### config.mk
export PLATFORM = sky130hd
export DESIGN_NAME = wallace_mult_pipe
export DESIGN_NICKNAME = d
export VERILOG_FILES = /design/src/rtl/wallace_pkg.sv /design/src/rtl/csa_row.sv /design/src/rtl/wallace_mult_pipe.sv
export SDC_FILE = /design/constraint.sdc
export NUM_CORES = 1
export LEC_CHECK = 0
export CAP_MARGIN = 20
export CORE_MARGIN = 5
export CORE_UTILIZATION = 50
export DETAILED_ROUTE_END_ITERATION = 8
export GPL_ROUTABILITY_DRIVEN = 1
export HOLD_SLACK_MARGIN = 0.12
export PLACE_DENSITY = 0.72
export SYNTH_ARGS = -nofsm -noshare
export SYNTH_HDL_FRONTEND = slang
export SYNTH_HIERARCHICAL = 1
export SYNTH_SLANG_ARGS = --single-unit
### constraint.sdc
create_clock -name clk -period 7.99 [get_ports clk]
set_input_delay 1.1985 -clock clk [delete_from_list [all_inputs] [get_ports clk]]
set_output_delay 1.1985 -clock clk [all_outputs]
set_load 0.01 [all_outputs]
### src/rtl/wallace_pkg.sv
// rtl/wallace_pkg.sv - shared constants and CSA tree sizing helpers for the Wallace multiplier
package wallace_pkg;

    localparam int   LATENCY       = 3;
    localparam logic MODE_UNSIGNED = 1'b0;
    localparam logic MODE_SIGNED   = 1'b1;

    // One 3:2 level turns every full group of three rows into two; leftovers pass through.
    function automatic int csa_rows_next(input int rows);
        return 2 * (rows / 3) + (rows % 3);
    endfunction

    function automatic int csa_rows_at(input int rows, input int level);
        int n;
        n = rows;
        for (int l = 0; l < level; l++) begin
            n = csa_rows_next(n);
        end
        return n;
    endfunction

    function automatic int csa_levels(input int rows);
        int n;
        int lv;
        n  = rows;
        lv = 0;
        while (n > 2) begin
            n  = csa_rows_next(n);
            lv = lv + 1;
        end
        return lv;
    endfunction

endpackage

### src/rtl/csa_row.sv
// rtl/csa_row.sv - W-bit 3:2 carry-save compressor row with carry pre-shifted one place left
module csa_row #(
    parameter int W = 32
) (
    input  logic [W-1:0] a_i,
    input  logic [W-1:0] b_i,
    input  logic [W-1:0] c_i,
    output logic [W-1:0] sum_o,
    output logic [W-1:0] carry_o
);

    logic [W-1:0] maj;

    assign sum_o   = a_i ^ b_i ^ c_i;
    assign maj     = (a_i & b_i) | (a_i & c_i) | (b_i & c_i);
    // The carry out of the top bit falls off: the product is exact in W bits.
    assign carry_o = maj << 1;

endmodule

### src/rtl/wallace_mult_pipe.sv
// rtl/wallace_mult_pipe.sv - 3-stage Wallace-tree multiplier, signed/unsigned per transaction
module wallace_mult_pipe
    import wallace_pkg::*;
#(
    parameter int WIDTH = 16,
    parameter int TAG_W = 4
) (
    input  logic                 clk,
    input  logic                 rst,
    input  logic                 in_valid,
    output logic                 in_ready,
    input  logic [WIDTH-1:0]     in_a,
    input  logic [WIDTH-1:0]     in_b,
    input  logic                 in_signed,
    input  logic [TAG_W-1:0]     in_tag,
    output logic                 out_valid,
    input  logic                 out_ready,
    output logic [2*WIDTH-1:0]   out_p,
    output logic [TAG_W-1:0]     out_tag
);

    localparam int PW     = 2 * WIDTH;
    localparam int NROWS  = WIDTH + 1;
    localparam int LEVELS = csa_levels(NROWS);
    localparam logic [PW-1:0] BW_CORR = (PW'(1) << WIDTH) | (PW'(1) << (PW - 1));

    logic v1_q, v2_q, v3_q;
    logic load1, load2, load3;

    assign load3    = ~v3_q | out_ready;
    assign load2    = ~v2_q | load3;
    assign load1    = ~v1_q | load2;
    assign in_ready = load1 & ~rst;

    // Baugh-Wooley: complement the cross terms that involve exactly one sign bit.
    logic [PW-1:0] pp_d [NROWS];
    for (genvar i = 0; i < WIDTH; i++) begin : g_pp
        localparam logic [WIDTH-1:0] MASK_ROW = (i == WIDTH - 1) ?
            {1'b0, {(WIDTH-1){1'b1}}} : {1'b1, {(WIDTH-1){1'b0}}};
        logic [WIDTH-1:0] bits;
        assign bits    = (in_a & {WIDTH{in_b[i]}}) ^ ((in_signed == MODE_SIGNED) ? MASK_ROW : '0);
        assign pp_d[i] = PW'(bits) << i;
    end
    assign pp_d[WIDTH] = (in_signed == MODE_SIGNED) ? BW_CORR : '0;

    logic [PW-1:0]    pp_q [NROWS];
    logic [TAG_W-1:0] tag1_q;

    always_ff @(posedge clk) begin
        if (rst) begin
            v1_q <= 1'b0;
        end else begin
            if (load1) v1_q <= in_valid;
            if (load1 && in_valid) begin
                pp_q   <= pp_d;
                tag1_q <= in_tag;
            end
        end
    end

    logic [PW-1:0] tree [LEVELS+1][NROWS];
    for (genvar r = 0; r < NROWS; r++) begin : g_lvl0
        assign tree[0][r] = pp_q[r];
    end

    for (genvar l = 0; l < LEVELS; l++) begin : g_lvl
        localparam int N  = csa_rows_at(NROWS, l);
        localparam int G  = N / 3;
        localparam int NN = csa_rows_next(N);
        for (genvar g = 0; g < G; g++) begin : g_csa
            csa_row #(.W(PW)) u_csa (
                .a_i     (tree[l][3*g]),
                .b_i     (tree[l][3*g+1]),
                .c_i     (tree[l][3*g+2]),
                .sum_o   (tree[l+1][2*g]),
                .carry_o (tree[l+1][2*g+1])
            );
        end
        for (genvar k = 0; k < N % 3; k++) begin : g_pass
            assign tree[l+1][2*G+k] = tree[l][3*G+k];
        end
        for (genvar r = NN; r < NROWS; r++) begin : g_zero
            assign tree[l+1][r] = '0;
        end
    end

    logic [PW-1:0]    sum_q, carry_q;
    logic [TAG_W-1:0] tag2_q;

    always_ff @(posedge clk) begin
        if (rst) begin
            v2_q <= 1'b0;
        end else begin
            if (load2) v2_q <= v1_q;
            if (load2 && v1_q) begin
                sum_q   <= tree[LEVELS][0];
                carry_q <= tree[LEVELS][1];
                tag2_q  <= tag1_q;
            end
        end
    end

    logic [PW-1:0]    p_q;
    logic [TAG_W-1:0] tag3_q;

    always_ff @(posedge clk) begin
        if (rst) begin
            v3_q   <= 1'b0;
            p_q    <= '0;
            tag3_q <= '0;
        end else begin
            if (load3) v3_q <= v2_q;
            if (load3 && v2_q) begin
                p_q    <= sum_q + carry_q;
                tag3_q <= tag2_q;
            end
        end
    end

    assign out_valid = v3_q;
    assign out_p     = p_q;
    assign out_tag   = tag3_q;

endmodule

==> Word level (Yosys, flattened, before mapping) <==
Cells that the tools add are included.
{ "word_totals": {"inputBits": 41, "word_cells": 180, "reg_bits": 398, "output_inout_bits": 38} }
{ "op_classes": {"bitwise_logic": 145, "add_sub_neg": 1, "n_reduce_logical": 5, "mux": 3} }
{ "op_table": {"columns": ["cell", "count"], "rows": [
  ["bitwise AND 31 bit", 30],
  ["bitwise OR 31 bit", 25],
  ["bitwise XOR 32 bit", 14],
  ["bitwise AND 16 bit", 16],
  ["bitwise XOR 16 bit", 15],
  ["adder 32 bit", 1],
  ["two-way mux 32 bit", 1],
  ["bitwise XOR 18 x 32 -> 32 bit", 1],
  ["bitwise XOR 27 x 32 -> 32 bit", 1],
  ["bitwise XOR 32 x 21 -> 32 bit", 1],
  ["bitwise XOR 32 x 24 -> 32 bit", 1],
  ["bitwise XOR 32 x 30 -> 32 bit", 1],
  ["bitwise XOR 32 x 31 -> 32 bit", 1],
  ["bitwise OR 31 x 18 -> 31 bit", 1],
  ["bitwise OR 31 x 21 -> 31 bit", 1],
  ["bitwise OR 31 x 24 -> 31 bit", 1],
  ["bitwise OR 31 x 27 -> 31 bit", 1],
  ["bitwise OR 31 x 30 -> 31 bit", 1],
  ["bitwise AND 28 x 30 -> 30 bit", 1],
  ["bitwise AND 29 x 30 -> 30 bit", 1],
  ["bitwise XOR 29 x 30 -> 30 bit", 1],
  ["bitwise AND 28 x 29 -> 29 bit", 1],
  ["bitwise XOR 28 x 29 -> 29 bit", 1],
  ["bitwise AND 25 x 27 -> 27 bit", 1],
  ["other kinds (27)", 35]
]} }

==> Logic depth before layout (Yosys ltp) <==
Gate-level depths: netlist (run 1).
{ "logic_depth": {"word_depth": 18, "ltp_mapped": 9, "depth_no_buf": 9} }

==> Cells and area by module <==
The synthesis (run 1) kept the hierarchy.
{ "by_module_without_submodules": {"columns": ["module", "n_inst", "cells_per_inst", "area_each_um2", "seq_area_each_um2"], "rows": [
  ["wallace_mult_pipe", 1, 1073, 14934.3, 10660.2],
  ["csa_row", 15, 34, 655.6, 0.0]
]} }

==> Least setup slack after synthesis (run 1) <==
OpenSTA, ideal clock, no wires.
{ "synth_timing": {"kind": "input to register", "start": "in rst", "end": "reg pp_q[109] in the netlist's numbering, enable pin", "t_required_ps": 7336, "setup_slack_ps": -299, "n_path_buf": 1, "setup_ps": 654, "stages": 3, "arrival_ps": 7635, "cell_sequence": "clkbuf_1 -> a31oi_1 -> and2_1"} }
{ "synth_between": {"elab_chain_cells": 2} }
{ "synth_lines": {"columns": ["element", "line_no", "rtl"], "rows": [
  ["start, declared", "wallace_mult_pipe.sv:9", "input logic rst,"],
  ["inverter 1 bit (no line)", null, null],
  ["AND reduction 2 bit (no line)", null, null],
  ["end signal, assigned", "wallace_mult_pipe.sv:55", "pp_q <= pp_d;"],
  ["end, declared", "wallace_mult_pipe.sv:46", "logic [PW-1:0] pp_q [NROWS];"]
]} }
Every way passes these cells.
A chain may end at the register's enable or synchronous reset.

==> Final worst setup path (run 1) <==
{ "layout_timing": {"start": "in rst", "end": "out in_ready"} }
{ "layout_between": {"elab_chain_cells": 2} }
{ "layout_lines": {"columns": ["element", "line_no", "rtl"], "rows": [
  ["inverter 1 bit (no line)", null, null],
  ["bitwise AND 1 bit", "wallace_mult_pipe.sv:33", "assign in_ready = load1 & ~rst;"],
  ["end, declared", "wallace_mult_pipe.sv:11", "output logic in_ready,"]
]} }
Every way passes these cells.

==> results of run 1 <==
## per-stage QoR
stage	hold slack, ns	util, %	cells
after floorplan	0.400	-	1868
after global placement	0.402	55.5	2543
after detailed placement	0.407	55.5	2543
after CTS	0.418	58.2	2617
after global routing	0.435	58.3	2618
final	0.417	58.3	2618
## cell type report
| class | instances | area (um2) |
|---|---|---|
| Tap cell | 664 | 831 |
| Timing Repair Buffer | 81 | 823 |
| Sequential cell | 368 | 10700 |
| Clock inverter | 16 | 139 |
| Fill cell | 3753 | 20400 |
| Clock buffer | 58 | 1190 |
| Multi-Input combinational cell | 1423 | 14800 |
| Inverter | 8 | 30.0 |
## state kept, by name (all words and copies together) (netlist names), 4 cells and up
| register | cells |
|---|---|
| out_p | 32 |
| tag2_q | 4 |
| sum_q | 32 |
| tag1_q | 4 |
| carry_q | 32 |
| pp_q | 257 |
| out_tag | 4 |
## where the power goes
part	total [mW]	internal, mW	switching, mW	leakage [nW]
registers	3.03	2.90	0.124	3.24
logic	6.29	2.91	3.38	7.07
clock network	1.86	1.11	0.746	0.654
total	11.2	6.92	4.25	11.0
## cells in the mapped netlist (2+ instances only)
cell type / instances
nor2_1: 31
or4_1: 2
a21boi_0: 5
buf_4: 15
a211oi_1: 7
xor3_1: 15
a21o_1: 8
nand3b_1: 3
a31oi_1: 6
a21oi_1: 56
nor2b_1: 6
o211ai_1: 4
and2_1: 231
xnor2_1: 36
buf_1: 3
dfxtp_1: 39
fa_1: 466
nor3_1: 7
o21ai_0: 33
a32o_1: 3
clkbuf_1: 48
and3_1: 4
nand3_1: 7
nand2b_1: 4
xor2_1: 12
ha_1: 31
nand2_1: 97
nand4_1: 8
conb_1: 16
inv_1: 8
mux2i_1: 2
edfxtp_1: 329
or3_1: 4
buf_2: 3
a311oi_1: 2
o21a_1: 6
a211o_1: 2
## worst register-to-register path: cells and delay by family, from the launching register on
kind                     cells  cell delay [ns]
adder cells (fa/ha/maj)      6             3.22
flip-flops                   1             0.40
## per-layer routing
layer / vias to the layer above / GRT usage, %
li1: 5730 / -
met1: 6930 / 25.3
met2: 314 / 31.4
met3: 65 / 4.45
met4: 0 / 4.02
met5: - / 0
## path summary, 6_finish.rpt
kind                             endpoint  slack, ns  depth (start not counted)
worst min register to register  tag2_q[2]       0.42                          0
worst min-delay path            tag2_q[2]       0.42                          0
worst max register to register  sum_q[22]       4.11                          6
worst max-delay path             in_ready       3.64                          3
## cells by family (layout without fill, tap and decap cells)
kind of cell / after synthesis / in the layout / share of synthesized area (%)
simple gates: 410 / 410 / 9.07
compound gates: 149 / 149 / 3.74
other cells: 16 / 301 / 0.242
fa+ha+maj: 497 / 497 / 39.2
mux: 3 / 3 / 0.126
xor+xnor: 63 / 63 / 3.14
buf+inv: 77 / 163 / 1.41
flops: 368 / 368 / 43.0
==> out/summary.txt, run 1 <==
status: finished clean
area post-placement: 0.0272 mm2
drt wl/cell: 18.2 um
Setup CP Type: in -> out
met1 WL: 19900 um
period utilisation layout: 54.4%
Pwr Total: 11.2 mW
number of max-cap violations: 0
Worst setup SP type: primary input
final WL: 47800 um
layout cells sized above 1: 3.74%
post-layout min period: 4.35 ns
final hold vios: 0
setup_tns: 0 ns
Mapped Avg Cell Area: 15.6 um2
DR vias: 13039
largest net degree at the start of global routing: 200
Die Span X: 233 um
# Post-CTS Setup Buffers: 0
I/O Buffers: 78
Area contributors post-synth: edfxtp_1 (40%), fa_1 (38%), and2_1 (5.8%)
WP data arrival: 3.15 ns
Finished Cell Area: 0.0285 mm2
pre-CTS WS: 3.35 ns
delay-heaviest family, CP: buffers and inverters
CTS tree: done
commonest non-fill, non-tap cell in the layout: fa_1
DP Wirelength: 36100 um
Antenna Nets Post-Route: 0
GRT overflow: 0
DRC viols: 0
IO Pins: 79
initial antenna violation count: 0
top-area cell type share of the netlist area: 39.9%
CTS Buf Count: 42
Gate Count Post-Synth: 1583
count of warnings emitted by yosys: 6
post-synthesis sequential area ratio: 43.0%
area of the mapped netlist: 0.0248 mm2
Hold-fix buffers, CTS: 0
min-delay src: tag1_q[2]
Vias per Instance: 4.98
clk sinks: 368
initial core utilization: 50.6%
met3 WL: 3130 um
Slew headroom: 27.2%
largest fanout on the critical path: 29
fmax: 230 MHz
Synth Flop Type: edfxtp_1
DR top layer: met4
Req. time, crit path: 6.79 ns
#FFs+latches synth: 368
met2 wire len: 23900 um
drt first pass iters: 5
NumNets Final: 2462
power per cell area: 392 mW/mm2
final setup vio count: 0
clk root buf: clkbuf_16
CTS resizes: 0
gr usage total: 18.7%
crit path buf inv count: 2
die area: 0.0541 mm2
crit-path most repeated cell: clkdlybuf4s50_1
Area Growth Syn to Fin: 15.2%
slowest stage delay, CP: 0.89 ns
GPL Wtd Cong: 0.850
Slew @ Worst Pin: 1.09 ns
setup ws final: 3.64 ns
Crit. End Element: primary output
RSZ-0062 raised after global routing: no
Worst VDD drop: 273 uV
Bufs on Longest Clock Path: 3
Worst Setup SP: rst
Core ar.: 0.0490 mm2
Die Span Y: 233 um
Fin Clk Skew: 0.0194 ns
Crit-path slowest cell: clkdlybuf4s50_1
CP cell instances: clkdlybuf4s50_1, a31oi_1, clkdlybuf4s50_1
clock-pin slew on the worst setup and hold paths: 0.06 ns
vias in the first global route: 14536
Synth area leader: edfxtp_1
row count: 81
FF-to-FF Start: pp_q[246]
Synth async-reset ratio: 0%
worst min-delay path category: reg -> reg
clk_lat worst skew: 0.55 ns
initial DRC count: 788
EDFF count, synth: 329
Distinct cells, synth: 61
Max Slew Vio Count: 0
first-pass GRT wire length: 77800 um
# H-tree levels: 2
commonest non-fill, non-tap cells in the layout: fa_1 (466), edfxtp_1 (329), conb_1 (301)
# diodes: 0
static leakage: 11.0 nW
Note: power is estimated with default switching activity, not from simulation.
==> run 2, diff against run 1 <==
Clock period 7.99 ns to 3.85 ns, I/O delays scaled along.
==> out/summary.txt, run 2 (synthesis results as in run 1) <==
DR vias: 13022 (-0.13%)
Core ar.: 0.0490 mm2 (unchanged)
crit path buf inv count: 0 (-2)
gr usage total: 19.4% (+0.72 points)
final WL: 49800 um (+4.3%)
period utilisation layout: 98.5%
worst min-delay path category: reg -> reg
number of max-cap violations: 0 (unchanged)
post-layout min period: 3.79 ns
power per cell area: 805 mW/mm2 (+110%)
Fin Clk Skew: 0.0213 ns (+0.00191 ns)
CTS Buf Count: 42 (unchanged)
Antenna Nets Post-Route: 0 (unchanged)
DP Wirelength: 37500 um (+3.7%)
Hold-fix buffers, CTS: 0 (unchanged)
setup_tns: 0 ns (unchanged)
largest fanout on the critical path: 1 (-97%)
Worst setup SP type: flop
clk_lat worst skew: 0.57 ns (+0.02 ns)
fmax: 264 MHz
static leakage: 11.0 nW (+0.56%)
first-pass GRT wire length: 80300 um (+3.2%)
commonest non-fill, non-tap cells in the layout: fa_1 (458), edfxtp_1 (329), conb_1 (301)
crit-path most repeated cell: fa_1
row count: 81 (unchanged)
WP data arrival: 4.07 ns (+0.92 ns)
Die Span X: 233 um (unchanged)
Crit-path slowest cell: fa_1
status: finished clean
Req. time, crit path: 4.12 ns (-2.67 ns)
Worst VDD drop: 455 uV (+67%)
Bufs on Longest Clock Path: 3 (unchanged)
largest net degree at the start of global routing: 84 (-58%)
max FFs per register: 257 (unchanged)
Slew @ Worst Pin: 1.02 ns (-0.0709 ns)
final setup vio count: 0 (unchanged)
Slew headroom: 31.9% (+4.7 points)
FILL cells: 3734 (-0.51%)
IO Pins: 79 (unchanged)
GPL Wtd Cong: 0.849 (-0.11%)
commonest non-fill, non-tap cell in the layout: fa_1
initial core utilization: 50.6% (unchanged)
Die Span Y: 233 um (unchanged)
clock-pin slew on the worst setup and hold paths: 0.06 ns (about the same)
layout cells sized above 1: 4.89% (+1.2 points)
clk sinks: 368 (unchanged)
GRT overflow: 0 (unchanged)
Vias per Instance: 4.96 (-0.43%)
Area Growth Syn to Fin: 15.8%
CP cell instances: fa_1, fa_2, fa_1, fa_1, fa_1, fa_1
initial antenna violation count: 0 (unchanged)
non-filler cells, final: 2626 (+0.31%)
largest register by flop count: pp_q
delay-heaviest family, CP: adder cells
NumNets Final: 2468 (+0.24%)
vias in the first global route: 14670 (+0.92%)
die area: 0.0541 mm2 (unchanged)
initial DRC count: 845 (+7.2%)
Setup CP Type: reg -> reg
Finished Cell Area: 0.0287 mm2 (+0.53%)
Pwr Total: 23.1 mW (+110%)
area post-placement: 0.0272 mm2 (+0.24%)
drt first pass iters: 5 (unchanged)
slowest stage delay, CP: 0.59 ns (-0.30 ns)
RSZ-0062 raised after global routing: yes
final hold vios: 0 (unchanged)
clk root buf: clkbuf_16
CTS tree: done
DRC viols: 0 (unchanged)
Max Slew Vio Count: 0 (unchanged)
drt wl/cell: 19.0 um (+3.9%)
placed cells: 2550 (+0.28%)
I/O Buffers: 78 (unchanged)
# H-tree levels: 2 (unchanged)
Crit. End Element: flop
# diodes: 0 (unchanged)
==> run 2: cell type report <==
class,instances,area [um2],share of cell area (%)
Clock buffer,55,1160,4.06
Clock inverter,21,256,0.894
Inverter,8,30.0,0.105
Multi-Input combinational cell,1423,14900,51.8
Sequential cell,368,10700,37.2
Tap cell,664,831,2.90
Timing Repair Buffer,87,868,3.03
==> run 2: final timing paths <==
path	slack, ns	from	end	depth (start not counted)
worst max-delay path	0.06	pp_q[332]	sum_q[12]	6
worst min-delay path	0.42	tag1_q[2]	tag2_q[2]	0
worst max register to register	0.06	pp_q[332]	sum_q[12]	6
worst min register to register	0.42	tag1_q[2]	tag2_q[2]	0
==> run 2: repair_timing <==
item / CTS / global route
pin swaps: 3 / 55
endpoints found under the setup margin: 4 / 25
gates resized for setup: 1 / 7
setup buffers: 0 / 0
==> run 2: metal layers <==
| layer | track usage (%) | wire length [um] | share of wire [%] | vias to the layer above |
|---|---|---|---|---|
| met5 | 0 | 0 | 0 | - |
| met4 | 4.87 | 1060 | 2.1 | 0 |
| met3 | 3.11 | 2700 | 5.4 | 76 |
| met2 | 32.3 | 24900 | 50 | 352 |
| met1 | 27.3 | 21100 | 42 | 6849 |
| li1 | - | - | - | 5745 |
==> run 2: through the flow <==
stage	utilization, %	hold slack [ns]	setup WS (ns)
floorplan	-	0.400	0.188
global placement	55.6	0.402	0.0550
detailed placement	55.6	0.409	0.0108
CTS	58.5	0.421	-0.00849
global route	58.6	0.440	-0.0286
finish	58.6	0.418	0.0575
==> run 2: where the power goes <==
part	total (mW)	internal (mW)	switching [mW]
logic	12.7	5.92	6.76
clock network	4.08	2.48	1.61
registers	6.32	6.03	0.293
